<file path="src/rtl/ram_arbiter.sv">
// ram_arbiter: shares a single-port data RAM between the CPU MEM stage and a debug/display read port.
// Ports:
//   clk, rst (async, active-low)
//   cpu_req/cpu_rw/cpu_addr/cpu_sel/cpu_wdata -> cpu_rdata, cpu_stall : CPU access port
//   dbg_req/dbg_addr -> dbg_gnt, dbg_rdata, dbg_valid                 : debug read port
//   ram_addr/ram_data_in/ram_sel/ram_rw, ram_data_out                  : RAM port (async read)
//   dbg_grant_num, stall_num                                           : wrapping event counters
module ram_arbiter #(
    parameter int ADDR_BITS = 12,
    parameter int MAX_WAIT  = 4
) (
    input  logic                 clk,
    input  logic                 rst,
    input  logic                 cpu_req,
    input  logic                 cpu_rw,
    input  logic [ADDR_BITS-3:0] cpu_addr,
    input  logic [3:0]           cpu_sel,
    input  logic [31:0]          cpu_wdata,
    output logic [31:0]          cpu_rdata,
    output logic                 cpu_stall,
    input  logic                 dbg_req,
    input  logic [ADDR_BITS-3:0] dbg_addr,
    output logic                 dbg_gnt,
    output logic [31:0]          dbg_rdata,
    output logic                 dbg_valid,
    output logic [ADDR_BITS-3:0] ram_addr,
    output logic [31:0]          ram_data_in,
    output logic [3:0]           ram_sel,
    output logic                 ram_rw,
    input  logic [31:0]          ram_data_out,
    output logic [31:0]          dbg_grant_num,
    output logic [31:0]          stall_num
);
    typedef enum logic {S_CPU, S_DBG} state_t;

    localparam logic [3:0] WAIT_LAST = 4'(MAX_WAIT - 1);

    state_t     state, state_nxt;
    logic [3:0] wait_cnt, wait_nxt;

    assign cpu_rdata = ram_data_out;

    always_comb begin
        state_nxt   = state;
        wait_nxt    = '0;
        ram_addr    = cpu_addr;
        ram_sel     = cpu_sel;
        ram_data_in = cpu_wdata;
        ram_rw      = cpu_req & cpu_rw;
        dbg_gnt     = 1'b0;
        cpu_stall   = 1'b0;
        if (state == S_CPU) begin
            // Debug wins on an idle CPU cycle, or once the CPU has won MAX_WAIT contested cycles.
            if (dbg_req && (!cpu_req || wait_cnt == WAIT_LAST))
                state_nxt = S_DBG;
            else if (dbg_req && cpu_req)
                wait_nxt = wait_cnt + 4'd1;
        end else begin
            // One debug word per grant; always hand the RAM back for at least a cycle.
            state_nxt   = S_CPU;
            ram_addr    = dbg_addr;
            ram_sel     = 4'b1111;
            ram_data_in = '0;
            ram_rw      = 1'b0;
            dbg_gnt     = 1'b1;
            cpu_stall   = cpu_req;
        end
    end

    always_ff @(posedge clk or negedge rst) begin
        if (!rst) begin
            state         <= S_CPU;
            wait_cnt      <= '0;
            dbg_rdata     <= '0;
            dbg_valid     <= 1'b0;
            dbg_grant_num <= '0;
            stall_num     <= '0;
        end else begin
            state     <= state_nxt;
            wait_cnt  <= wait_nxt;
            dbg_valid <= dbg_gnt;
            if (dbg_gnt) begin
                dbg_rdata     <= ram_data_out;
                dbg_grant_num <= dbg_grant_num + 32'd1;
            end
            if (cpu_stall)
                stall_num <= stall_num + 32'd1;
        end
    end
endmodule

</file>
<file path="config.mk">
export PLATFORM = sky130hd
export DESIGN_NAME = ram_arbiter
export DESIGN_NICKNAME = d
export VERILOG_FILES = /design/src/rtl/ram_arbiter.sv
export SDC_FILE = /design/constraint.sdc
export NUM_CORES = 1
export LEC_CHECK = 0
export BUFFER_PORTS_ARGS = -buffer_cell sky130_fd_sc_hd__buf_2
export CAP_MARGIN = 20
export CORE_ASPECT_RATIO = 0.5
export CORE_UTILIZATION = 46
export CTS_BUF_LIST = sky130_fd_sc_hd__clkbuf_4 sky130_fd_sc_hd__clkbuf_8
export DETAILED_ROUTE_END_ITERATION = 10
export PLACE_DENSITY = 0.82
export SETUP_SLACK_MARGIN = 0.2
export SLEW_MARGIN = 20
export SYNTH_ARGS = -nofsm -noshare
export SYNTH_HDL_FRONTEND = slang
export SYNTH_SLANG_ARGS = --single-unit
</file>
<file path="constraint.sdc">
create_clock -name clk -period 2.4 [get_ports clk]
set_input_delay 0.12 -clock clk [delete_from_list [all_inputs] [get_ports clk]]
set_output_delay 0.12 -clock clk [all_outputs]
set_load 0.02 [all_outputs]
</file>
Word level (Yosys, flattened, before mapping) --
Cells that the tools add are included.
Word-level totals: flip-flop bits (word level) 102, output and inout bits 178
Operators by class: $add $sub $neg 3, equality and inequality tests 1, muxes and demuxes 11, bitwise logic cells 1, reductions and logical operators 4
Operators by type and width (count):
- $add A32 B1 Y32 const B | 2
- $mux W32 | 1
- $mux W4 | 4
- $mux W10 | 1
- $mux W1 | 5
- $add A4 B1 Y4 const B | 1
- $eq A4 B2 Y1 const B | 1
- $logic_and A1 B1 Y1 | 2
- $and A1 B1 Y1 | 1
- $logic_not A1 Y1 | 1
- $logic_or A1 B1 Y1 | 1

Depth between registers and ports, before layout --
depth in word-level cells 5, mapped depth 6, mapped depth without buffers 5

Worst setup path after synthesis --
OpenSTA, ideal clock, no wires.
path type register to register, start register stall_num[0], end register stall_num[28], library setup time 80 ps, arrival time 1730 ps, data required time 2320 ps, path slack 590 ps, cell stages (with the launch flop) 7, buffers on the path 1, cells stage by stage dfrtp_1 -> ha_1 -> nand3_1 -> or3_1 -> buf_4 -> nor4_2 -> xor2_1
On the way: cells in the longest elaborated chain, start to end 1
RTL lines:
- start, declared | line 32 | output logic [31:0] stall_num
- start signal, assigned | line 87 | stall_num <= stall_num + 32'd1;
- $add A32 B1 Y32 | line 87
No other way between the ends. A chain may end at the register's enable or synchronous reset.

Worst setup path in the final report --
start register stall_num[0], end register stall_num[22]
The elaborated chain is that of the path after synthesis.

==> reports/results.ini <==
[outcome]
status=completed

[power_and_ir_drop]
max-vdd-ir-drop_v=0.0003985
p_sw_mw=1.454
power_density_mw_per_mm2=634.4
p_int_mw=2.853
p_leak_nw=3.544
combPwrFrac_pct=25.1
clkPwrFrac_pct=27.6
swShare_pct=33.76
seqPwrFrac_pct=47.3

[critical_path]
arrival_ns=2.24
crit_path_end_kind=flop
crit_type=reg -> reg
crit_required_ns=2.70
cp_max_fo=12
cp-start-kind=flop

[global_route]
first_global_vias=3928
grt_max_degree=66
track_usage_pct=23.08
gr-total-overflow=0
grt_antenna_before_repair=1
grt_pass1_wl_mm=20.04

[clocking]
tritoncts=yes
numCtsBuffers=9
cts_root_buffer=clkbuf_8
clkLatencyLatePin_ns=0.37
path_clk_slew_ns=0.11
cts.path.max_buffers=2
cts_max_level=3
clock_sinks=102
ctsResizeCount=0

[sta]
clock.fmax_mhz=516.5
finalSetupViolations=0
rsz0062_at_grt=no
finalCritPeriodShare_pct=80.67
maxSlewViolCount=0
hold_viol_final=0
period_minus_slack_ns=1.936
tns_ns=0
worst_pin_slew_ns=0.7906
max_slew_margin_pct=46.81
skew_ns=0.01632

[die]
dieArea_mm2=0.01133
start_util_pct=48.25
core-area_mm2=0.01038
die_x_um=149.6
die_h_um=75.78
io-pin-count=271
num_rows=26

[worst_hold_path]
hold_class=in -> reg

[job]
cap_violations=0

[routing]
viasPerCell=4.948
wl_per_cell_um=15.66
drc=0
routed_wirelength_mm=13.22
ant_nets=0
drtIter0Drc=153
route.vias.total=4176
drtPass1Iterations=4

[final_layout]
n_fill_cell=843
syn2layout_area_growth_pct=35.61
final_cell_mix=buf_2 (269), dfrtp_1 (101), mux2_2 (44)
fin_nets=795
instances_no_fill=844
drive_gt1_share_pct=50.57
antenna_cells=0
final_common_cell=buf_2

[synth]
ys_ff_latch=102
synthFlopType=dfrtp_1
avgSynthCellArea_um2=11.59
synthArstFlopShare_pct=100.0
synth_area_mm2=0.005007
synth_enable_flop_cells=0
ys_seq_area_share_pct=50.97
synth_fp_nets=528
ys_warn_count=0
yosys.cell_types.count=37
synthCells=432

[placed_design]
placed_cells=798
dp_hpwl_mm=9.531
routabilityCongestion=0.8424
portBuffers=270

through the flow:
step	instance area [um2]	utilization, %	hold slack (ns)	power [mW]	setup WS [ns]
finish	6790	65.43	0.01567	4.308	0.4639
floorplan	5007	-	-0.1756	2.693	0.5900
global route	6790	65.43	0.004431	4.513	0.2796
CTS	6790	65.43	0.001115	4.341	0.4468
detailed placement	6265	60.37	0.1176	3.119	0.4785
global placement	6265	60.37	0.1121	3.078	0.5369
state kept, by name (all words and copies together) (netlist names):
| signal | count |
|---|---|
| dbg_grant_num | 32 |
| dbg_rdata | 32 |
| dbg_valid | 1 |
| stall_num | 32 |
| state | 1 |
| wait_cnt | 4 |
what timing repair did:
item                      in CTS  in global routing
setup buffers                  0                  0
hold endpoints to repair      66                  0
hold buffers                  30                  0
path summary, 6_finish.rpt:
check	slack (ns)	endpoint	cells past startpoint	startpoint
min reg2reg	0.47	dbg_grant_num[31]	1	dbg_grant_num[31]
max reg2reg	0.46	stall_num[22]	5	stall_num[0]
min in group asynchronous	0.28	stall_num[8]	2	rst
max in group asynchronous	1.38	dbg_rdata[25]	3	rst
min	0.02	dbg_rdata[30]	2	ram_data_out[30]
max	0.46	stall_num[22]	5	stall_num[0]
synth_stat cells (2+ instances only):
cell / count / share of area, %
and4_1: 6 / 1.0
nand4_1: 23 / 2.9
nor2b_1: 33 / 4.1
nor4_2: 4 / 1.0
or3_1: 2 / 0.25
buf_4: 33 / 4.9
nor2_1: 15 / 1.1
buf_1: 2 / 0.15
clkbuf_1: 9 / 0.67
nor4_1: 2 / 0.25
or2_2: 4 / 0.50
xnor2_1: 34 / 5.9
xor2_1: 29 / 5.1
inv_1: 5 / 0.37
nor3_1: 6 / 0.60
nand2b_1: 2 / 0.25
nor3_2: 7 / 1.4
and3_1: 7 / 0.87
nand3_1: 21 / 2.1
buf_2: 3 / 0.30
and2_1: 4 / 0.50
ha_1: 3 / 0.75
dfrtp_1: 102 / 51
nand2_1: 19 / 1.4
nand4_2: 2 / 0.50
mux2_2: 44 / 9.9
final cells by class:
type	instances	area, um2	share of cell area, %
flip-flops and latches	102	2554	37.61
multi-input cells	277	2121	31.23
repair buffers	304	1697	24.99
well taps	140	175.2	2.580
clock buffers	9	123.9	1.824
clock inverters	7	101.3	1.493
inverters	5	18.77	0.2764
worst max-delay path, cell delays in order, from the launching register on:
cell	delay (ns)
dfrtp_1	0.43
ha_1	0.17
nand3_1	0.13
or3_1	0.56
nor4_1	0.41
xor2_1	0.17
layer usage:
| layer | GRT usage (%) | up-vias | part of all wire (%) |
|---|---|---|---|
| met5 | 0 | - | 0.098 |
| met4 | 8.277 | 2 | 1.7 |
| met1 | 28.82 | 2055 | 41 |
| met2 | 39.71 | 122 | 52 |
| li1 | - | 1973 | - |
| met3 | 5.868 | 24 | 4.9 |
logic make-up (layout without fill, tap and decap cells):
| family | count (synthesis) | after routing | share of synthesized area [%] |
|---|---|---|---|
| mux | 44 | 44 | 9.895 |
| flops | 102 | 102 | 50.97 |
| compound gates | 2 | 2 | 0.1997 |
| simple gates | 165 | 165 | 20.49 |
| fa+ha+maj | 3 | 3 | 0.7497 |
| xor+xnor | 63 | 63 | 11.02 |
| buf+inv | 53 | 325 | 6.672 |
power groups by stage:
stage	logic (mW)	registers [mW]	clock network, mW
floorplan	0.417	2.28	0
global placement	1.02	2.05	0
detailed placement	1.05	2.07	0
CTS	1.09	2.04	1.22
global route	1.16	2.07	1.29
finish	1.08	2.04	1.19
(Power assumes the default switching activity.)
